### src/rtl/spw_link_fsm_if.sv
// Signal bundle between the SpaceWire link FSM and its rx detector, tx encoder and host.
// The master side drives host controls and detector/encoder events; the slave is the FSM.
interface spw_link_fsm_if;
  logic       link_start;
  logic       auto_start;
  logic       link_disable;
  logic       rx_got_bit;
  logic       rx_got_null;
  logic       rx_got_fct;
  logic       rx_got_nchar;
  logic       rx_got_time_code;
  logic       rx_error;
  logic       tx_fct_sent;
  logic       rx_resetn;
  logic       tx_enable;
  logic       tx_fct_enable;
  logic       tx_data_enable;
  logic [2:0] link_state;
  logic       link_running;
  logic       link_error;
  logic       credit_error;
  logic [5:0] rx_credit;

  modport master (
    output link_start, auto_start, link_disable,
    output rx_got_bit, rx_got_null, rx_got_fct, rx_got_nchar, rx_got_time_code, rx_error,
    output tx_fct_sent,
    input  rx_resetn, tx_enable, tx_fct_enable, tx_data_enable,
    input  link_state, link_running, link_error, credit_error, rx_credit
  );

  modport slave (
    input  link_start, auto_start, link_disable,
    input  rx_got_bit, rx_got_null, rx_got_fct, rx_got_nchar, rx_got_time_code, rx_error,
    input  tx_fct_sent,
    output rx_resetn, tx_enable, tx_fct_enable, tx_data_enable,
    output link_state, link_running, link_error, credit_error, rx_credit
  );
endinterface

### src/rtl/spw_link_fsm.sv
// SpaceWire link-interface state machine: ErrorReset..Run sequencing, disconnect
// detection and receive-credit accounting. All outputs are registered.
module spw_link_fsm #(
  parameter int unsigned T_6U4  = 640,
  parameter int unsigned T_12U8 = 1280,
  parameter int unsigned T_DISC = 85
) (
  input logic           pclk,
  input logic           reset,
  spw_link_fsm_if.slave bus
);

  localparam int unsigned TimerW = $clog2(T_12U8 + 1);
  localparam int unsigned GapW   = $clog2(T_DISC + 1);

  localparam logic [TimerW-1:0] TimerErrRst = TimerW'(T_6U4 - 1);
  localparam logic [TimerW-1:0] TimerLong   = TimerW'(T_12U8 - 1);
  localparam logic [TimerW-1:0] TimerMax    = TimerW'(T_12U8);
  localparam logic [GapW-1:0]   GapLimit    = GapW'(T_DISC - 1);
  localparam logic [6:0]        CreditMax   = 7'd56;

  typedef enum logic [2:0] {
    StErrorReset = 3'd0,
    StErrorWait  = 3'd1,
    StReady      = 3'd2,
    StStarted    = 3'd3,
    StConnecting = 3'd4,
    StRun        = 3'd5
  } state_e;

  state_e             state_q, state_d;
  logic [TimerW-1:0]  timer_q;
  logic [GapW-1:0]    gap_q;
  logic               armed_q;
  logic [5:0]         credit_q;

  logic       disconnect, timeout, err_any;
  logic       bad_conn, bad_char;
  logic       credit_state, credit_over, credit_under, credit_viol;
  logic [6:0] credit_inc, credit_net;

  always_comb begin
    credit_inc   = {1'b0, credit_q} + (bus.tx_fct_sent ? 7'd8 : 7'd0);
    credit_net   = credit_inc - {6'd0, bus.rx_got_nchar};
    credit_state = (state_q == StConnecting) || (state_q == StRun);
    credit_over  = bus.tx_fct_sent & (credit_net > CreditMax);
    credit_under = bus.rx_got_nchar & ~bus.tx_fct_sent & (credit_q == 6'd0);
    credit_viol  = credit_state & (credit_over | credit_under);

    // gap_q counts idle cycles before this one, so this cycle is the T_DISC-th
    disconnect = armed_q & ~bus.rx_got_bit & (gap_q == GapLimit);
    err_any    = bus.rx_error | disconnect | credit_viol;
    timeout    = (timer_q == TimerLong);
    bad_conn   = bus.rx_got_nchar | bus.rx_got_time_code;
    bad_char   = bus.rx_got_fct | bad_conn;

    state_d = state_q;
    unique case (state_q)
      StErrorReset: if (timer_q == TimerErrRst) state_d = StErrorWait;
      StErrorWait: begin
        if (err_any || bad_char) state_d = StErrorReset;
        else if (timeout)        state_d = StReady;
      end
      StReady: begin
        if (err_any || bad_char) state_d = StErrorReset;
        else if ((bus.link_start || (bus.auto_start && bus.rx_got_null)) && !bus.link_disable)
          state_d = StStarted;
      end
      StStarted: begin
        if (err_any || bad_char || timeout) state_d = StErrorReset;
        else if (bus.rx_got_null)           state_d = StConnecting;
      end
      StConnecting: begin
        if (err_any || bad_conn || timeout) state_d = StErrorReset;
        else if (bus.rx_got_fct)            state_d = StRun;
      end
      StRun: if (err_any || bus.link_disable) state_d = StErrorReset;
      default: state_d = StErrorReset;
    endcase
  end

  always_ff @(posedge pclk) begin
    if (reset) begin
      state_q            <= StErrorReset;
      timer_q            <= '0;
      gap_q              <= '0;
      armed_q            <= 1'b0;
      credit_q           <= '0;
      bus.rx_resetn      <= 1'b0;
      bus.tx_enable      <= 1'b0;
      bus.tx_fct_enable  <= 1'b0;
      bus.tx_data_enable <= 1'b0;
      bus.link_state     <= 3'd0;
      bus.link_running   <= 1'b0;
      bus.link_error     <= 1'b0;
      bus.credit_error   <= 1'b0;
    end else begin
      state_q <= state_d;

      if (state_d != state_q)     timer_q <= '0;
      else if (timer_q != TimerMax) timer_q <= timer_q + 1'b1;

      if (state_q == StErrorReset) begin
        armed_q <= 1'b0;
        gap_q   <= '0;
      end else if (bus.rx_got_bit) begin
        armed_q <= 1'b1;
        gap_q   <= '0;
      end else if (armed_q && (gap_q != GapLimit)) begin
        gap_q <= gap_q + 1'b1;
      end

      // A violating update is dropped; ErrorReset then clears the count.
      if (state_q == StErrorReset)       credit_q <= '0;
      else if (credit_state && !credit_viol) credit_q <= credit_net[5:0];

      bus.rx_resetn      <= (state_d != StErrorReset);
      bus.tx_enable      <= (state_d == StStarted) || (state_d == StConnecting) ||
                            (state_d == StRun);
      bus.tx_fct_enable  <= (state_d == StConnecting) || (state_d == StRun);
      bus.tx_data_enable <= (state_d == StRun);
      bus.link_state     <= state_d;
      bus.link_running   <= (state_d == StRun);
      bus.link_error     <= (state_d == StErrorReset) && (state_q != StErrorReset);
      bus.credit_error   <= credit_viol;
    end
  end

  assign bus.rx_credit = credit_q;

endmodule

### src/flat_wrapper.sv
// flat-port wrapper written by rule: the top's interface ports become plain ports
module spw_link_fsm_flat 
#(
  parameter int unsigned T_6U4  = 640,
  parameter int unsigned T_12U8 = 1280,
  parameter int unsigned T_DISC = 85
)
  (pclk, reset, bus_link_start, bus_auto_start, bus_link_disable, bus_rx_got_bit, bus_rx_got_null, bus_rx_got_fct, bus_rx_got_nchar, bus_rx_got_time_code, bus_rx_error, bus_tx_fct_sent, bus_rx_resetn, bus_tx_enable, bus_tx_fct_enable, bus_tx_data_enable, bus_link_state, bus_link_running, bus_link_error, bus_credit_error, bus_rx_credit);
  spw_link_fsm_if bus_i ();
  input logic pclk;
  input logic reset;
  input wire logic [$bits(bus_i.link_start)-1:0] bus_link_start;
  input wire logic [$bits(bus_i.auto_start)-1:0] bus_auto_start;
  input wire logic [$bits(bus_i.link_disable)-1:0] bus_link_disable;
  input wire logic [$bits(bus_i.rx_got_bit)-1:0] bus_rx_got_bit;
  input wire logic [$bits(bus_i.rx_got_null)-1:0] bus_rx_got_null;
  input wire logic [$bits(bus_i.rx_got_fct)-1:0] bus_rx_got_fct;
  input wire logic [$bits(bus_i.rx_got_nchar)-1:0] bus_rx_got_nchar;
  input wire logic [$bits(bus_i.rx_got_time_code)-1:0] bus_rx_got_time_code;
  input wire logic [$bits(bus_i.rx_error)-1:0] bus_rx_error;
  input wire logic [$bits(bus_i.tx_fct_sent)-1:0] bus_tx_fct_sent;
  output wire logic [$bits(bus_i.rx_resetn)-1:0] bus_rx_resetn;
  output wire logic [$bits(bus_i.tx_enable)-1:0] bus_tx_enable;
  output wire logic [$bits(bus_i.tx_fct_enable)-1:0] bus_tx_fct_enable;
  output wire logic [$bits(bus_i.tx_data_enable)-1:0] bus_tx_data_enable;
  output wire logic [$bits(bus_i.link_state)-1:0] bus_link_state;
  output wire logic [$bits(bus_i.link_running)-1:0] bus_link_running;
  output wire logic [$bits(bus_i.link_error)-1:0] bus_link_error;
  output wire logic [$bits(bus_i.credit_error)-1:0] bus_credit_error;
  output wire logic [$bits(bus_i.rx_credit)-1:0] bus_rx_credit;
  assign bus_i.link_start = bus_link_start;
  assign bus_i.auto_start = bus_auto_start;
  assign bus_i.link_disable = bus_link_disable;
  assign bus_i.rx_got_bit = bus_rx_got_bit;
  assign bus_i.rx_got_null = bus_rx_got_null;
  assign bus_i.rx_got_fct = bus_rx_got_fct;
  assign bus_i.rx_got_nchar = bus_rx_got_nchar;
  assign bus_i.rx_got_time_code = bus_rx_got_time_code;
  assign bus_i.rx_error = bus_rx_error;
  assign bus_i.tx_fct_sent = bus_tx_fct_sent;
  assign bus_rx_resetn = bus_i.rx_resetn;
  assign bus_tx_enable = bus_i.tx_enable;
  assign bus_tx_fct_enable = bus_i.tx_fct_enable;
  assign bus_tx_data_enable = bus_i.tx_data_enable;
  assign bus_link_state = bus_i.link_state;
  assign bus_link_running = bus_i.link_running;
  assign bus_link_error = bus_i.link_error;
  assign bus_credit_error = bus_i.credit_error;
  assign bus_rx_credit = bus_i.rx_credit;
  spw_link_fsm #(.T_6U4(T_6U4), .T_12U8(T_12U8), .T_DISC(T_DISC)) u_core (.pclk(pclk), .reset(reset), .bus(bus_i));
endmodule
### config.mk
export PLATFORM = sky130hd
export DESIGN_NAME = spw_link_fsm_flat
export DESIGN_NICKNAME = d
export VERILOG_FILES = /design/src/rtl/spw_link_fsm_if.sv /design/src/rtl/spw_link_fsm.sv /design/src/flat_wrapper.sv
export SDC_FILE = /design/constraint.sdc
export NUM_CORES = 1
export LEC_CHECK = 0
export BUFFER_PORTS_ARGS = -buffer_cell sky130_fd_sc_hd__buf_2
export CORE_MARGIN = 10
export CORE_UTILIZATION = 60
export CTS_CLUSTER_DIAMETER = 150
export CTS_CLUSTER_SIZE = 8
export DETAILED_ROUTE_END_ITERATION = 10
export PLACE_DENSITY = 0.82
export SYNTH_ARGS = -nofsm -noshare
export SYNTH_HDL_FRONTEND = slang
export SYNTH_SLANG_ARGS = --single-unit
### constraint.sdc
create_clock -name pclk -period 8 [get_ports pclk]
set_input_delay 1.6 -clock pclk [delete_from_list [all_inputs] [get_ports pclk]]
set_output_delay 1.6 -clock pclk [all_outputs]
set_load 0.005 [all_outputs]
==> results of run 1 <==
-- sequential cells by signal (all words and copies together) (netlist names) --
signal                     flops
u_core.armed_q                 1
u_core.bus.credit_error        1
u_core.bus.link_state          3
u_core.bus.tx_fct_enable       1
u_core.bus.rx_credit           6
u_core.bus.tx_data_enable      1
u_core.timer_q                11
u_core.bus.link_error          1
u_core.bus.rx_resetn           1
u_core.gap_q                   7
u_core.bus.tx_enable           1
-- per-layer routing --
layer	vias up	GRT usage (%)	routed length, µm
li1	898	-	-
met1	803	16.85	1951
met2	33	22.33	1907
met3	8	5.856	274
met4	0	5.197	68
met5	-	0	0
-- Yosys cell counts, types with 2 or more instances --
library cell	instances	area share (%)
o21ai_0	6	1.4
buf_2	2	0.47
o21a_1	2	0.71
xnor2_1	11	4.5
buf_6	2	1.1
or2_2	2	0.59
or4_1	2	0.71
nand2_1	19	3.4
nor4_1	3	0.89
and2b_2	2	0.83
nor2_1	33	5.8
nor3_1	5	1.2
nand4_1	4	1.2
nor3b_1	3	1.1
a21oi_1	7	1.7
nor3_2	2	0.94
nand3_1	5	1.2
mux2i_1	4	1.9
ha_1	12	7.1
nand2b_1	3	0.89
a31oi_1	2	0.59
and3_1	4	1.2
nand4b_1	2	0.83
dfxtp_1	34	32
xor2_1	7	2.9
or3_1	2	0.59
nor2_2	10	3.0
clkbuf_1	3	0.53
a211oi_1	3	1.1
inv_1	17	3.0
-- final cells by class --
class | count | area share (%)
Clock buffer | 5 | 1.581
Timing Repair Buffer | 28 | 6.006
Multi-Input combinational cell | 183 | 55.74
Sequential cell | 34 | 28.66
Tap cell | 46 | 2.424
Inverter | 17 | 2.687
Clock inverter | 3 | 2.898
-- through the flow --
stage               util (%)  worst slack [ns]  std cells  hold WS (ns)
floorplan                  -             4.137        242        0.4583
global placement       67.45             3.527        308        0.4758
detailed placement     67.45             3.467        308        0.4868
CTS                    70.61             3.839        316        0.5036
global route           70.61             3.648        316        0.5394
finish                 70.61             3.852        316        0.4983
-- logic make-up (layout without fill, tap and decap cells) --
| family | count (synthesis) | count (layout) |
|---|---|---|
| AND/OR/NAND/NOR | 113 | 113 |
| AO/OA/AOI/OAI | 34 | 34 |
| flip-flops | 34 | 34 |
| buffers and inverters | 25 | 53 |
| XOR/XNOR | 19 | 19 |
| adder cells (fa/ha/maj) | 13 | 13 |
| multiplexers | 4 | 4 |
-- worst max-delay path, cell delays in order --
cell and delay, ns:
buf_2 0.17, inv_1 0.06, ha_1 0.27, inv_1 0.04, ha_1 0.34, o21ai_0 0.12
or4_1 0.39, and3_1 0.19, a31oi_1 0.30, a211oi_4 0.16, xnor2_2 0.63, nor3b_1 0.11
-- power groups by stage --
| stage | Clock (mW) | Combinational [mW] | Sequential, mW |
|---|---|---|---|
| finish | 0.162 | 0.0251 | 0.172 |
| global route | 0.170 | 0.0280 | 0.173 |
| CTS | 0.164 | 0.0250 | 0.172 |
| detailed placement | 0 | 0.0249 | 0.176 |
| global placement | 0 | 0.0245 | 0.176 |
| floorplan | 0 | 0.0172 | 0.176 |
-- worst min-delay path by stage --
| stage | startpoint | endpoint | slack [ns] | depth (start not counted) |
|---|---|---|---|---|
| 2_1_floorplan | u_core.gap_q[6]$_SDFFE_PP0P_ | u_core.gap_q[6]$_SDFFE_PP0P_ | 0.46 | 2 |
| 3_5_place_dp | u_core.gap_q[6]$_SDFFE_PP0P_ | u_core.gap_q[6]$_SDFFE_PP0P_ | 0.49 | 2 |
| 4_1_cts | u_core.gap_q[6]$_SDFFE_PP0P_ | u_core.gap_q[6]$_SDFFE_PP0P_ | 0.50 | 2 |
| 6_report | u_core.gap_q[6]$_SDFFE_PP0P_ | u_core.gap_q[6]$_SDFFE_PP0P_ | 0.50 | 2 |
| 5_1_grt | u_core.gap_q[6]$_SDFFE_PP0P_ | u_core.gap_q[6]$_SDFFE_PP0P_ | 0.54 | 2 |
| 3_3_place_gp | u_core.gap_q[6]$_SDFFE_PP0P_ | u_core.gap_q[6]$_SDFFE_PP0P_ | 0.48 | 2 |
==> impl_metrics.ini, run 1 <==
[global_routing]
grt_pass1_vias = 1638
grt_max_degree = 13
antenna_found_initial = 0
grt_pass1_wl_mm = 7.348
grt_overflow = 0
grt.total_usage_pct = 14.19

[routing]
viasPerCell = 5.513
drtPass1Iterations = 4
finalWirelength_mm = 4.202
vias = 1742
drtIter0Drc = 54
drcViolationCount = 0
routedWlPerCell_um = 13.30
ant_nets = 0

[clocking]
holdBufCountCts = 0
cts-buffers-inserted = 5
clockBufferDepth = 2
h-tree-depth = 2
ctsResizeCount = 0
clk_latency_ns = 0.36
cts_tree = built
cts_setup_buffers = 0
clkSinkCount = 34
path_clk_slew_ns = 0.11
root_buffer = clkbuf_4

[critical_path]
crit_path_start = bus_tx_fct_sent
r2r_end = u_core.timer_q[1]$_SDFFE_PP0P_
r2r_start = u_core.bus.rx_credit[0]$_SDFFE_PP0P_
crit_type = input pin to flip-flop
worstPathRequired_ns = 8.22
setup.worst_path.end = u_core.timer_q[1]$_SDFFE_PP0P_
critical_path.max_fanout = 11
cp_data_arrival_time_ns = 4.37
r2r_setup_slack_ns = 4.76
worstSetupEndpointType = flip-flop
start_kind = input pin
timing.reg2reg.worst_path_depth = 13

[run_status]
status = completed

[cells_and_area]
fin_nets = 294
final_common_cell = dfxtp_1
diodes = 0
register_area_um2 = 680.7
drive_above_1_share_pct = 25.19
multiInputGateArea_um2 = 1324
final_area_um2 = 2375
nFillCells = 274
layout_common_cells = dfxtp_1 (34), nor2_1 (33), buf_2 (27), nand2_1 (19), inv_1 (17)
syn_to_final_growth_pct = 12.04

[yosys]
yosys.cell_types.count = 59
syn_area_per_cell_um2 = 8.758
synth_fa_ha_area_share_pct = 8.028
ys_warn_count = 0
synth_compound_area_share_pct = 13.05
yosys.area_share.simple_pct = 31.29
synth_seq_cells = 34
synth_top_family_by_area = simple AND/OR/NAND/NOR gates
synth_area_um2 = 2120
synthMuxAreaShare_pct = 1.889
synth_edf_count = 0
synthXorXnorAreaFrac_pct = 8.205
yosysSeqAreaShare_pct = 32.11
synthFlopType = dfxtp_1
ys_async_sr_fraction_pct = 0
netlist_instances = 242
synth_fp_nets = 267

[floorplanning]
die_h_um = 79.44
core.rowCount = 21
core_area_um2 = 3363
pin_count = 28
dieArea_um2 = 6310
fp.dieW_um = 79.44
start_util_pct = 63.02

[timing]
max_freq_mhz = 241.1
report.final.slew_viol_count = 0
setup_viol = 0
period_needed_ns = 4.148
timing.final.crit_share_pct = 51.85
rsz0062_at_grt = false
worst_pin_slew_ns = 0.7709
skew_ns = 0.005304
finalSetupTns_ns = 0
relSlewSlack_pct = 48.35
final_hold_viol_count = 0

[pwr]
finalPower_mw = 0.3594
combPwrFrac_pct = 7.0
power.density_nw_per_um2 = 151.3
ir_drop_mv = 0.1591
switching_share_pct = 22.36
switchingPower_mw = 0.08037
p_clk_share_pct = 45.0
p_seq_share_pct = 48.0
p_leak_nw = 0.9541
p_int_mw = 0.2790

[job]
max-cap-violations = 0

[placement]
routabilityCongestion = 0.8764
placed_area_um2 = 2268
numPortBuffers = 27
post-dp-hpwl_mm = 3.192

[hold_path]
hold_class = flip-flop to flip-flop
No activity file was read; power rests on OpenSTA's default activity.
==> run 2: changes to the inputs <==
ABC_AREA = 1   (was not set)
CORE_UTILIZATION = 52   (was 60)
PLACE_DENSITY = 0.76   (was 0.82)
clock period = 3.41 ns   (was 8 ns; I/O delays follow)
==> run 2 against run 1 <==
Worst setup slack got worse by 3.4 ns. Largest power group unchanged. Sequential power increased by 130%. Highest routed layer unchanged. Die area increased by 10%. Count of clock-buffer cells in the layout unchanged. Sequential cell count unchanged. Clock power increased by 83%. Global-route usage decreased by 1.3 points. Final cell count increased by 13%. Register-to-register slack got worse by 4.3 ns. Core utilization decreased by 7.9 points. Via count increased by 4.5%.
==> impl_metrics.ini, run 2 <==
[run_status]
status = completed

[timing]
relSlewSlack_pct = 64.64
period_needed_ns = 2.956
report.final.slew_viol_count = 0
skew_ns = 0.01013
rsz0062_at_grt = false
finalSetupTns_ns = 0
worst_pin_slew_ns = 0.5264
max_freq_mhz = 338.3
timing.final.crit_share_pct = 86.69
setup_viol = 0
worst_hold_slack_ns = 0.5015
final_hold_viol_count = 0

[floorplanning]
die_h_um = 83.41
start_util_pct = 55.44
pin_count = 28
core_area_um2 = 3771
core.rowCount = 22
dieArea_um2 = 6957
fp.dieW_um = 83.41

[yosys]
yosys.cell_types.count = 36
syn_area_per_cell_um2 = 7.603
synth_edf_count = 0
ys_warn_count = 0
yosysSeqAreaShare_pct = 32.56
netlist_instances = 275
synth_top_area_share_pct = 32.56
ys_async_sr_fraction_pct = 0
synth.most_common_cell = inv_1
synth_area_um2 = 2091
synth_seq_cells = 34
synth_fp_nets = 300
synth_area_leaders = dfxtp_1 (33%), inv_1 (9.5%), ha_1 (7.2%), nand2_1 (5.2%), nor3_2 (4.8%)
synth_common_cells = inv_1 (53), dfxtp_1 (34), nand2_1 (29), nor2_1 (21), nand3_1 (17)
synthFlopType = dfxtp_1
synth_area_leader_cell = dfxtp_1

[clocking]
root_buffer = clkbuf_8
clk_latency_ns = 0.29
cts-buffers-inserted = 5
clockBufferDepth = 2
h-tree-depth = 2
path_clk_slew_ns = 0.07
cts_setup_buffers = 0
cts_tree = built
ctsResizeCount = 0
holdBufCountCts = 0
clkSinkCount = 34

[routing]
drtPass1Iterations = 4
drtIter0Drc = 117
drcViolationCount = 0
vias = 1821
ant_nets = 0
routedWlPerCell_um = 12.40
viasPerCell = 5.101
finalWirelength_mm = 4.428

[cells_and_area]
syn_to_final_growth_pct = 13.11
register_area_um2 = 680.7
largest_register_ffs = 11
final_common_cell = inv_1
nFillCells = 345
top_register = u_core.timer_q
layout_common_cells = inv_1 (53), dfxtp_1 (34), nand2_1 (29), buf_2 (27), nor2_1 (21)
diodes = 0
drive_above_1_share_pct = 22.33
fin_nets = 333
multiInputGateArea_um2 = 1170

[pwr]
combPwrFrac_pct = 7.8
p_clk_share_pct = 39.1
switchingPower_mw = 0.1919
ir_drop_mv = 0.3455
switching_share_pct = 25.31
p_int_mw = 0.5662
power.density_nw_per_um2 = 320.6
p_leak_nw = 1.036
p_seq_share_pct = 53.1

[critical_path]
r2r_setup_slack_ns = 0.51
crit_type = input pin to flip-flop
cp_data_arrival_time_ns = 3.17
worstPathRequired_ns = 3.62
start_kind = input pin
worstSetupEndpointType = flip-flop
critical_path.max_fanout = 11
timing.reg2reg.worst_path_depth = 23

[hold_path]
whs_path_depth = 2
hold_class = flip-flop to flip-flop

[global_routing]
grt_max_degree = 13
grt_overflow = 0
grt_pass1_wl_mm = 7.741
grt.total_usage_pct = 12.92
antenna_found_initial = 0
grt_pass1_vias = 1803

[placement]
post-dp-hpwl_mm = 3.548
numPortBuffers = 27
routabilityCongestion = 0.8344

[job]
max-cap-violations = 0
==> run 2: cell types whose count changed in the layout (fill, tap and decap cells not counted), sizes merged, moves of 4 or more <==
cell    previous run  this run
a211oi             4         0
a21oi              8        16
and3               4         0
inv               17        57
nand2             19        35
nand3              6        20
nand4              5        11
nor2              43        23
nor3               7        26
o21ai              8        13
or4                4         0
xnor2             12         2
==> run 2: kinds of logic (layout without fill, tap and decap cells) <==
family | Yosys count | in the layout | share of synthesized area, %
multiplexers | 1 | 1 | 0.4788
buffers and inverters | 60 | 94 | 11.49
AND/OR/NAND/NOR | 125 | 125 | 34.29
adder cells (fa/ha/maj) | 13 | 13 | 8.139
AO/OA/AOI/OAI | 30 | 30 | 8.020
flip-flops | 34 | 34 | 32.56
XOR/XNOR | 12 | 12 | 5.027
==> run 2: worst paths after layout <==
check,start,endpoint
worst max register to register,u_core.bus.rx_credit[0]$_SDFFE_PP0P_,u_core.timer_q[2]$_SDFFE_PP0P_
worst max-delay path,bus_rx_got_nchar,u_core.timer_q[2]$_SDFFE_PP0P_
worst min register to register,u_core.gap_q[1]$_SDFFE_PP0P_,u_core.gap_q[1]$_SDFFE_PP0P_
worst min-delay path,u_core.gap_q[1]$_SDFFE_PP0P_,u_core.gap_q[1]$_SDFFE_PP0P_
==> run 2: per-layer routing <==
metal | up-vias | wire length (µm) | GRT usage (%)
li1 | 953 | - | -
met1 | 819 | 2115 | 15.60
met2 | 38 | 1996 | 20.60
met3 | 11 | 223 | 3.906
met4 | 0 | 93 | 5.598
met5 | - | 0 | 0
==> run 2: power groups by stage <==
stage	logic, mW	clock network (mW)	registers, mW
after global routing	0.0672	0.319	0.403
after CTS	0.0589	0.301	0.403
after detailed placement	0.0587	0	0.412
final	0.0590	0.296	0.403
after global placement	0.0566	0	0.412
after floorplan	0.0412	0	0.411
==> run 2: worst max-delay path, stage by stage <==
cell and delay, ns:
buf_2 0.12, ha_1 0.17, inv_1 0.06, ha_1 0.18, inv_1 0.06, fa_1 0.41, inv_1 0.07, nand3_1 0.08
nand2_1 0.09, nand2_1 0.05, nand2_1 0.07, nand3_1 0.07, nand2_1 0.07, nand2_2 0.06, nand2_4 0.09, nand2_4 0.07
nand3_2 0.06, nand2_1 0.07, inv_2 0.07, nand3_2 0.09, nand2_2 0.07, nand2_2 0.18, nor3_2 0.21
==> run 2: layout make-up <==
type | count | area share, %
Clock buffer | 5 | 2.910
Clock inverter | 3 | 0.8995
Inverter | 57 | 9.048
Multi-Input combinational cell | 181 | 49.47
Sequential cell | 34 | 28.78
Tap cell | 48 | 2.540
Timing Repair Buffer | 29 | 6.349
==> run 2: through the flow <==
stage | std cells | power [mW] | setup slack, ns | instance area, µm² | util [%]
after global placement | 349 | 0.4681 | 0.2931 | 2275 | 60.32
after floorplan | 275 | 0.4525 | 0.6053 | 2091 | -
after detailed placement | 349 | 0.4705 | 0.1846 | 2275 | 60.32
after CTS | 357 | 0.7629 | 0.4621 | 2365 | 62.71
final | 357 | 0.7581 | 0.4539 | 2365 | 62.71
after global routing | 357 | 0.7888 | 0.2177 | 2365 | 62.71
